[config.mk]
export PLATFORM = sky130hd
export DESIGN_NAME = elevator_controller_flat
export DESIGN_NICKNAME = d
export VERILOG_FILES = /design/src/rtl/elevator_pkg.sv /design/src/rtl/elevator_controller_if.sv /design/src/rtl/elevator_controller_timer.sv /design/src/rtl/elevator_controller.sv /design/src/flat_wrapper.sv
export SDC_FILE = /design/constraint.sdc
export NUM_CORES = 1
export LEC_CHECK = 0
export CAP_MARGIN = 20
export CORE_MARGIN = 5
export CORE_UTILIZATION = 35
export CTS_CLUSTER_SIZE = 8
export DETAILED_ROUTE_END_ITERATION = 8
export GPL_TIMING_DRIVEN = 0
export SLEW_MARGIN = 20
export SYNTH_ARGS = -nofsm -noshare
export SYNTH_HDL_FRONTEND = slang
export SYNTH_HIERARCHICAL = 1
export SYNTH_SLANG_ARGS = --single-unit
[constraint.sdc]
create_clock -name CLK -period 4.5 [get_ports CLK]
set_clock_uncertainty 0.1 [all_clocks]
set_input_delay 0.9 -clock CLK [delete_from_list [all_inputs] [get_ports CLK]]
set_output_delay 0.9 -clock CLK [all_outputs]
set_load 0.005 [all_outputs]
[src/rtl/elevator_pkg.sv]
// Shared types and constants for the elevator control slice.
package elevator_pkg;

  typedef enum logic [2:0] {
    INIT,
    IDLE,
    LOAD,
    CMP,
    UP,
    DOWN,
    STEP,
    DOOR
  } ctrl_state_t;

  localparam int unsigned FLOOR_W = 3;

  localparam logic DIR_UP   = 1'b1;
  localparam logic DIR_DOWN = 1'b0;

endpackage

[src/rtl/elevator_controller_if.sv]
// Request handshake and datapath strobe bundle between the controller and its neighbours.
interface elevator_controller_if;
  import elevator_pkg::*;

  logic               req_valid;
  logic [FLOOR_W-1:0] req_floor;
  logic               req_ready;
  logic               req_err;
  logic               dest_less;
  logic               dest_more;
  logic [FLOOR_W-1:0] X;
  logic               dest_ld;
  logic               dest_clr;
  logic               floor_ld;
  logic               floor_clr;
  logic               mux_sig;
  logic               dir;
  logic               run;
  logic               hold2;
  logic               busy;

  modport master (
    input  req_valid, req_floor, dest_less, dest_more,
    output req_ready, req_err, X, dest_ld, dest_clr, floor_ld, floor_clr,
           mux_sig, dir, run, hold2, busy
  );

  modport slave (
    output req_valid, req_floor, dest_less, dest_more,
    input  req_ready, req_err, X, dest_ld, dest_clr, floor_ld, floor_clr,
           mux_sig, dir, run, hold2, busy
  );

endinterface

[src/rtl/elevator_controller_timer.sv]
// Saturating up-counter with clear, load and terminal-count compare, shared by travel and door phases.
module ctrl_timer #(
  parameter int unsigned W = 2
) (
  input  logic         clk_i,
  input  logic         rst_n_i,
  input  logic         clr_i,
  input  logic         ld_i,
  input  logic [W-1:0] ld_val_i,
  input  logic         en_i,
  input  logic [W-1:0] tc_val_i,
  output logic         tc_o
);

  logic [W-1:0] cnt_q, cnt_d;

  always_comb begin
    cnt_d = cnt_q;
    if (clr_i) begin
      cnt_d = '0;
    end else if (ld_i) begin
      cnt_d = ld_val_i;
    end else if (en_i && (cnt_q != '1)) begin
      cnt_d = cnt_q + 1'b1;
    end
  end

  always_ff @(posedge clk_i or negedge rst_n_i) begin
    if (!rst_n_i) begin
      cnt_q <= '0;
    end else begin
      cnt_q <= cnt_d;
    end
  end

  assign tc_o = (cnt_q == tc_val_i);

endmodule

[src/rtl/elevator_controller.sv]
// Elevator control FSM: latches one request, steps the cabin floor by floor, then holds the door.
module elevator_controller
  import elevator_pkg::*;
#(
  parameter int unsigned TRAVEL_CYCLES = 100000000,
  parameter int unsigned DOOR_CYCLES   = 200000000,
  parameter int unsigned MAX_FLOOR     = 7
) (
  input  logic                  CLK,
  input  logic                  RST_N,
  elevator_controller_if.master ctrl
);

  localparam int unsigned MAXC = (TRAVEL_CYCLES > DOOR_CYCLES) ? TRAVEL_CYCLES : DOOR_CYCLES;
  localparam int unsigned TW   = (MAXC > 1) ? $clog2(MAXC) : 1;

  localparam logic [TW-1:0]    TRAVEL_TC = TW'(TRAVEL_CYCLES - 1);
  localparam logic [TW-1:0]    DOOR_TC   = TW'(DOOR_CYCLES - 1);
  localparam logic [FLOOR_W:0] MAX_F     = MAX_FLOOR[FLOOR_W:0];

  ctrl_state_t        state_q, state_d;
  logic [FLOOR_W-1:0] x_q, x_d;
  logic               dir_q, dir_d;
  logic               req_err_q, req_err_d;

  logic               moving;
  logic               in_range;
  logic               step_ld;
  logic               tmr_clr;
  logic               tmr_en;
  logic               tmr_tc;
  logic [TW-1:0]      tmr_tc_val;

  assign moving   = (state_q == UP) || (state_q == DOWN);
  assign in_range = ({1'b0, ctrl.req_floor} <= MAX_F);

  assign tmr_clr    = (state_q == CMP);
  assign tmr_en     = moving || (state_q == DOOR);
  assign tmr_tc_val = moving ? TRAVEL_TC : DOOR_TC;

  ctrl_timer #(
    .W (TW)
  ) u_timer (
    .clk_i    (CLK),
    .rst_n_i  (RST_N),
    .clr_i    (tmr_clr),
    .ld_i     (1'b0),
    .ld_val_i ('0),
    .en_i     (tmr_en),
    .tc_val_i (tmr_tc_val),
    .tc_o     (tmr_tc)
  );

  always_comb begin
    state_d   = state_q;
    x_d       = x_q;
    dir_d     = dir_q;
    req_err_d = 1'b0;
    case (state_q)
      INIT: state_d = IDLE;
      IDLE: begin
        if (ctrl.req_valid) begin
          if (in_range) begin
            x_d     = ctrl.req_floor;
            state_d = LOAD;
          end else begin
            req_err_d = 1'b1;
          end
        end
      end
      LOAD: state_d = CMP;
      // Both flags high is treated as arrival so the cabin never moves on a bad compare.
      CMP: begin
        if (ctrl.dest_more && !ctrl.dest_less) begin
          dir_d   = DIR_UP;
          state_d = UP;
        end else if (ctrl.dest_less && !ctrl.dest_more) begin
          dir_d   = DIR_DOWN;
          state_d = DOWN;
        end else begin
          state_d = DOOR;
        end
      end
      UP, DOWN: begin
        if (tmr_tc) begin
          state_d = STEP;
        end
      end
      STEP: state_d = CMP;
      DOOR: begin
        if (tmr_tc) begin
          state_d = IDLE;
        end
      end
      default: state_d = INIT;
    endcase
  end

  always_ff @(posedge CLK or negedge RST_N) begin
    if (!RST_N) begin
      state_q   <= INIT;
      x_q       <= '0;
      dir_q     <= DIR_DOWN;
      req_err_q <= 1'b0;
    end else begin
      state_q   <= state_d;
      x_q       <= x_d;
      dir_q     <= dir_d;
      req_err_q <= req_err_d;
    end
  end

  assign step_ld = moving && tmr_tc;

  // INIT is the reset state; gating with RST_N keeps the clears low while reset is held.
  assign ctrl.dest_clr  = (state_q == INIT) && RST_N;
  assign ctrl.floor_clr = (state_q == INIT) && RST_N;

  assign ctrl.req_ready = (state_q == IDLE);
  assign ctrl.req_err   = req_err_q;
  assign ctrl.X         = x_q;
  assign ctrl.dest_ld   = (state_q == LOAD);
  assign ctrl.floor_ld  = step_ld;
  assign ctrl.mux_sig   = step_ld ? dir_q : 1'b0;
  assign ctrl.dir       = dir_q;
  assign ctrl.run       = moving || (state_q == STEP);
  assign ctrl.hold2     = (state_q == DOOR);
  assign ctrl.busy      = (state_q != IDLE);

endmodule

[src/flat_wrapper.sv]
// flat-port wrapper written by rule: the top's interface ports become plain ports
module elevator_controller_flat import elevator_pkg::*;
#(
  parameter int unsigned TRAVEL_CYCLES = 100000000,
  parameter int unsigned DOOR_CYCLES   = 200000000,
  parameter int unsigned MAX_FLOOR     = 7
)
  (CLK, RST_N, ctrl_req_valid, ctrl_req_floor, ctrl_dest_less, ctrl_dest_more, ctrl_req_ready, ctrl_req_err, ctrl_X, ctrl_dest_ld, ctrl_dest_clr, ctrl_floor_ld, ctrl_floor_clr, ctrl_mux_sig, ctrl_dir, ctrl_run, ctrl_hold2, ctrl_busy);
  elevator_controller_if ctrl_i ();
  input  logic CLK;
  input  logic RST_N;
  input wire logic [$bits(ctrl_i.req_valid)-1:0] ctrl_req_valid;
  input wire logic [$bits(ctrl_i.req_floor)-1:0] ctrl_req_floor;
  input wire logic [$bits(ctrl_i.dest_less)-1:0] ctrl_dest_less;
  input wire logic [$bits(ctrl_i.dest_more)-1:0] ctrl_dest_more;
  output wire logic [$bits(ctrl_i.req_ready)-1:0] ctrl_req_ready;
  output wire logic [$bits(ctrl_i.req_err)-1:0] ctrl_req_err;
  output wire logic [$bits(ctrl_i.X)-1:0] ctrl_X;
  output wire logic [$bits(ctrl_i.dest_ld)-1:0] ctrl_dest_ld;
  output wire logic [$bits(ctrl_i.dest_clr)-1:0] ctrl_dest_clr;
  output wire logic [$bits(ctrl_i.floor_ld)-1:0] ctrl_floor_ld;
  output wire logic [$bits(ctrl_i.floor_clr)-1:0] ctrl_floor_clr;
  output wire logic [$bits(ctrl_i.mux_sig)-1:0] ctrl_mux_sig;
  output wire logic [$bits(ctrl_i.dir)-1:0] ctrl_dir;
  output wire logic [$bits(ctrl_i.run)-1:0] ctrl_run;
  output wire logic [$bits(ctrl_i.hold2)-1:0] ctrl_hold2;
  output wire logic [$bits(ctrl_i.busy)-1:0] ctrl_busy;
  assign ctrl_i.req_valid = ctrl_req_valid;
  assign ctrl_i.req_floor = ctrl_req_floor;
  assign ctrl_i.dest_less = ctrl_dest_less;
  assign ctrl_i.dest_more = ctrl_dest_more;
  assign ctrl_req_ready = ctrl_i.req_ready;
  assign ctrl_req_err = ctrl_i.req_err;
  assign ctrl_X = ctrl_i.X;
  assign ctrl_dest_ld = ctrl_i.dest_ld;
  assign ctrl_dest_clr = ctrl_i.dest_clr;
  assign ctrl_floor_ld = ctrl_i.floor_ld;
  assign ctrl_floor_clr = ctrl_i.floor_clr;
  assign ctrl_mux_sig = ctrl_i.mux_sig;
  assign ctrl_dir = ctrl_i.dir;
  assign ctrl_run = ctrl_i.run;
  assign ctrl_hold2 = ctrl_i.hold2;
  assign ctrl_busy = ctrl_i.busy;
  elevator_controller #(.TRAVEL_CYCLES(TRAVEL_CYCLES), .DOOR_CYCLES(DOOR_CYCLES), .MAX_FLOOR(MAX_FLOOR)) u_core (.CLK(CLK), .RST_N(RST_N), .ctrl(ctrl_i));
endmodule
==> flow_metrics.env <==
export IMPL_drv_cap=0
export IMPL_hold_path_startpoint="u_core/ctrl.X[2]"
export IMPL_netlist_instances=298
export IMPL_grt_busiest_layer="met2"
export IMPL_gp_congestion=0.948
export IMPL_fill_cells=736
export IMPL_whs_path_depth=1
export IMPL_outcome="finished, final reports clean"
export IMPL_core_area_um2=7330
export IMPL_use_met3_pct=2.15
export IMPL_rsz0062_at_grt="false"
export IMPL_worstSkewPairLatency_ns=0.29
export IMPL_power_share_switching_pct=28.2
export IMPL_layout_commonest_cell="conb_1"
export IMPL_initial_core_util_pct=36.4
export IMPL_vdd_ir_drop_max_mv=0.132
export IMPL_fin_nets=387
export IMPL_port_buffers=20
export IMPL_antenna_found_initial=0
export IMPL_pwr_share_clk_pct=38.8
export IMPL_p_int_w=0.000635
export IMPL_ant_nets=0
export IMPL_power_density_nw_per_um2=264
export IMPL_synth_edf_count=0
export IMPL_worst_pin_slew_ns=0.763
export IMPL_cts_tree="built"
export IMPL_ys_flop_type="dfrtp_1"
export IMPL_min_period_over_period_pct=90.9
export IMPL_dp_hpwl_mm=5.36
export IMPL_dieHeight_um=97.3
export IMPL_dieArea_um2=9480
export IMPL_crit_fanout=10
export IMPL_slowest_stage="clkdlybuf4s50_1"
export IMPL_clk_pin_slew_ns=0.08
export IMPL_avgSynthCellArea_um2=8.96
export IMPL_leakagePower_nw=1.37
export IMPL_seqPwrFrac_pct=43.1
export IMPL_final_cell_mix="53 x conb_1, 35 x dfrtp_1, 25 x nor2_1, 19 x clkdlybuf4s50_1, 19 x xnor2_1"
export IMPL_grt_pass1_wl_mm=11.9
export IMPL_dp_cells=469
export IMPL_area_growth_pct=25.4
export IMPL_fmax_mhz=245
export IMPL_period_minus_slack_ns=4.09
export IMPL_drc=0
export IMPL_drtIter0Drc=132
export IMPL_layout_drive_gt1_share_pct=11.1
export IMPL_startpoint_type="register"
export IMPL_ctsLongestPathBuffers=2
export IMPL_min_path_type="register to register"
export IMPL_synthArstFlopShare_pct=100
export IMPL_n_antenna_cell=0
export IMPL_use_met1_pct=20.4
export IMPL_synth_distinct_cells=59
export IMPL_dr_total_vias=2403
export IMPL_path_class="register to primary output"
export IMPL_ys_warn_count=6
export IMPL_numCtsBuffers=5
export IMPL_reg2reg_from="u_core/state_q[0]"
export IMPL_crit_arrival_ns=3.09
export IMPL_grt_pass1_vias=2345
export IMPL_switchingPower_w=0.000249
export IMPL_ys_ff_latch=35
export IMPL_critical_path_endpoint_type="primary output"
export IMPL_grt_max_degree=22
export IMPL_syn_cell_area_um2=2670
export IMPL_synth_seq_area_share_pct=32.8
export IMPL_clock_sinks=35
export IMPL_required_ns=3.50
export IMPL_r2r_slack_ns=1.77
export IMPL_htreeDepth=2
export IMPL_r2r_end="u_core/u_timer/cnt_q[14]"
export IMPL_grt_met2_usage_pct=25.7
export IMPL_crit_chain="buf_6 > nor2b_2 > inv_1 > xor2_1 > nor4_1 > nand4_1 > nor4_2 > and3_1 > clkdlybuf4s50_1"
export IMPL_drt_total_wl_mm=7.07
export IMPL_path_delay_family="simple AND/OR/NAND/NOR gates"
export IMPL_critical_path_buf_inv_count=3
export IMPL_slowest_delay_ns=0.50
export IMPL_fin_cells=477
export IMPL_setup_violations_final=0
export IMPL_dieWidth_um=97.3
export IMPL_ios=22
export IMPL_viasPerCell=5.04
export IMPL_cts_root_buf="clkbuf_8"
export IMPL_max_slew_margin_pct=48.7
export IMPL_grt_usage_pct=15.5
export IMPL_drv_slew=0
export IMPL_rr_worst_depth=8
export IMPL_final_hold_viol_count=0
export IMPL_rows=31
export IMPL_fin_util_pct=45.7
export IMPL_holdPathEnd="u_core/ctrl.X[2]"
export IMPL_routedWlPerCell_um=14.8
export IMPL_post_cts_buffers=0
export IMPL_power_frac_comb_pct=18.1
export IMPL_grt_ovfl_total=0
export IMPL_dr_pass1_iters=4
[layout make-up]
| type | instances | area, um2 | share of cell area [%] |
|---|---|---|---|
| plain buffers | 20 | 141 | 4.22 |
| clock buffers | 6 | 72.6 | 2.17 |
| clock inverters | 2 | 60.1 | 1.79 |
| inverters | 12 | 45.0 | 1.34 |
| multi-input cells | 282 | 1810 | 54.0 |
| flip-flops and latches | 35 | 876 | 26.1 |
| well taps | 99 | 124 | 3.70 |
| repair buffers | 21 | 223 | 6.65 |
[state kept, by name, indices dropped and copies added, names as in the netlist]
| register | cells |
|---|---|
| u_core/ctrl.dir | 1 |
| u_core/ctrl.X | 3 |
| u_core/u_timer/cnt_q | 28 |
| u_core/state_q | 3 |
[layer usage]
layer	vias up	share of wire (%)
met5	-	0
met4	0	1.9
met3	14	2.0
met2	26	48
met1	1151	48
li1	1212	-
[cells by family after synthesis]
logic type      Yosys count  share of synthesized area [%]
mux                       5                           2.20
other cells               2                          0.281
flops                    35                           32.8
xor+xnor                 36                           11.8
simple gates            121                           27.3
compound gates           65                           17.7
buf+inv                  32                           6.98
fa+ha+maj                 2                          0.937
[power groups by stage]
stage	combinational, W	clock [W]	sequential [W]
global route	0.000181	0.000365	0.000384
floorplan	0.000120	0	0.000374
detailed placement	0.000154	0	0.000385
CTS	0.000155	0.000353	0.000379
finish	0.000160	0.000343	0.000380
global placement	0.000150	0	0.000385
[stage by stage]
step / hold slack, ns / worst slack [ns] / total power [W] / cell area, um2 / setup TNS [ns]
finish: 0.407 / 0.411 / 0.000883 / 3350 / 0
global route: 0.435 / 0.135 / 0.000931 / 3350 / 0
floorplan: 0.405 / 1.34 / 0.000493 / 2860 / 0
global placement: 0.390 / -0.0971 / 0.000535 / 3190 / -0.109
CTS: 0.415 / 0.150 / 0.000887 / 3340 / 0
detailed placement: 0.397 / 0.199 / 0.000539 / 3210 / 0
[worst reg2reg max path, stage by stage, from the launching register on]
cell and delay [ns]:
dfrtp_1 0.46, inv_1 0.10, a21boi_0 0.24, buf_6 0.19, nand4_2 0.21, or4_1 0.55, clkbuf_1 0.19, or3_1 0.33
a311oi_1 0.26
[repair_timing]
item	4_1_cts	5_1_grt
gates resized for setup	1	1
hold buffers	0	0
endpoints found under the setup margin	2	2
gates cloned	0	0
[synthesized netlist by cell type, types with 2 or more instances]
| master | number | area share (%) |
|---|---|---|
| clkbuf_1 | 5 | 0.70 |
| conb_1 | 2 | 0.28 |
| and3_1 | 7 | 1.6 |
| and4_1 | 5 | 1.6 |
| or3_1 | 7 | 1.6 |
| buf_2 | 5 | 0.94 |
| a31oi_1 | 4 | 0.94 |
| mux2_2 | 3 | 1.3 |
| xor2_1 | 17 | 5.6 |
| buf_6 | 4 | 1.7 |
| a211oi_1 | 12 | 3.4 |
| or4_1 | 3 | 0.84 |
| nor3_1 | 6 | 1.1 |
| dlygate4sd3_1 | 3 | 1.1 |
| nor2_1 | 25 | 3.5 |
| nor4b_1 | 3 | 0.98 |
| ha_1 | 2 | 0.94 |
| a21oi_1 | 8 | 1.5 |
| nand2_1 | 17 | 2.4 |
| and3_2 | 2 | 0.56 |
| and2_1 | 4 | 0.94 |
| dfrtp_1 | 35 | 33 |
| buf_4 | 3 | 0.84 |
| a311oi_1 | 11 | 3.6 |
| nand3_1 | 8 | 1.5 |
| o31ai_1 | 2 | 0.56 |
| a31o_2 | 2 | 0.66 |
| nand4_1 | 14 | 3.3 |
| xnor2_1 | 19 | 6.2 |
| o21ai_0 | 15 | 2.8 |
| nand4_2 | 2 | 0.94 |
| inv_1 | 11 | 1.5 |
| nor4_1 | 5 | 1.2 |
| nor2b_1 | 2 | 0.47 |
[worst max path at each step]
stage | startpoint | endpoint | slack [ns] | depth (start not counted)
6_report | u_core/state_q[1] | ctrl_mux_sig | 0.41 | 9
5_1_grt | u_core/state_q[1] | ctrl_mux_sig | 0.14 | 9
4_1_cts | u_core/state_q[1] | ctrl_mux_sig | 0.15 | 9
3_5_place_dp | u_core/state_q[1] | ctrl_mux_sig | 0.20 | 9
3_3_place_gp | RST_N | ctrl_floor_clr | -0.1 | 4
2_1_floorplan | u_core/state_q[1] | ctrl_mux_sig | 1.34 | 8
Note: power is estimated with default switching activity, not from simulation.
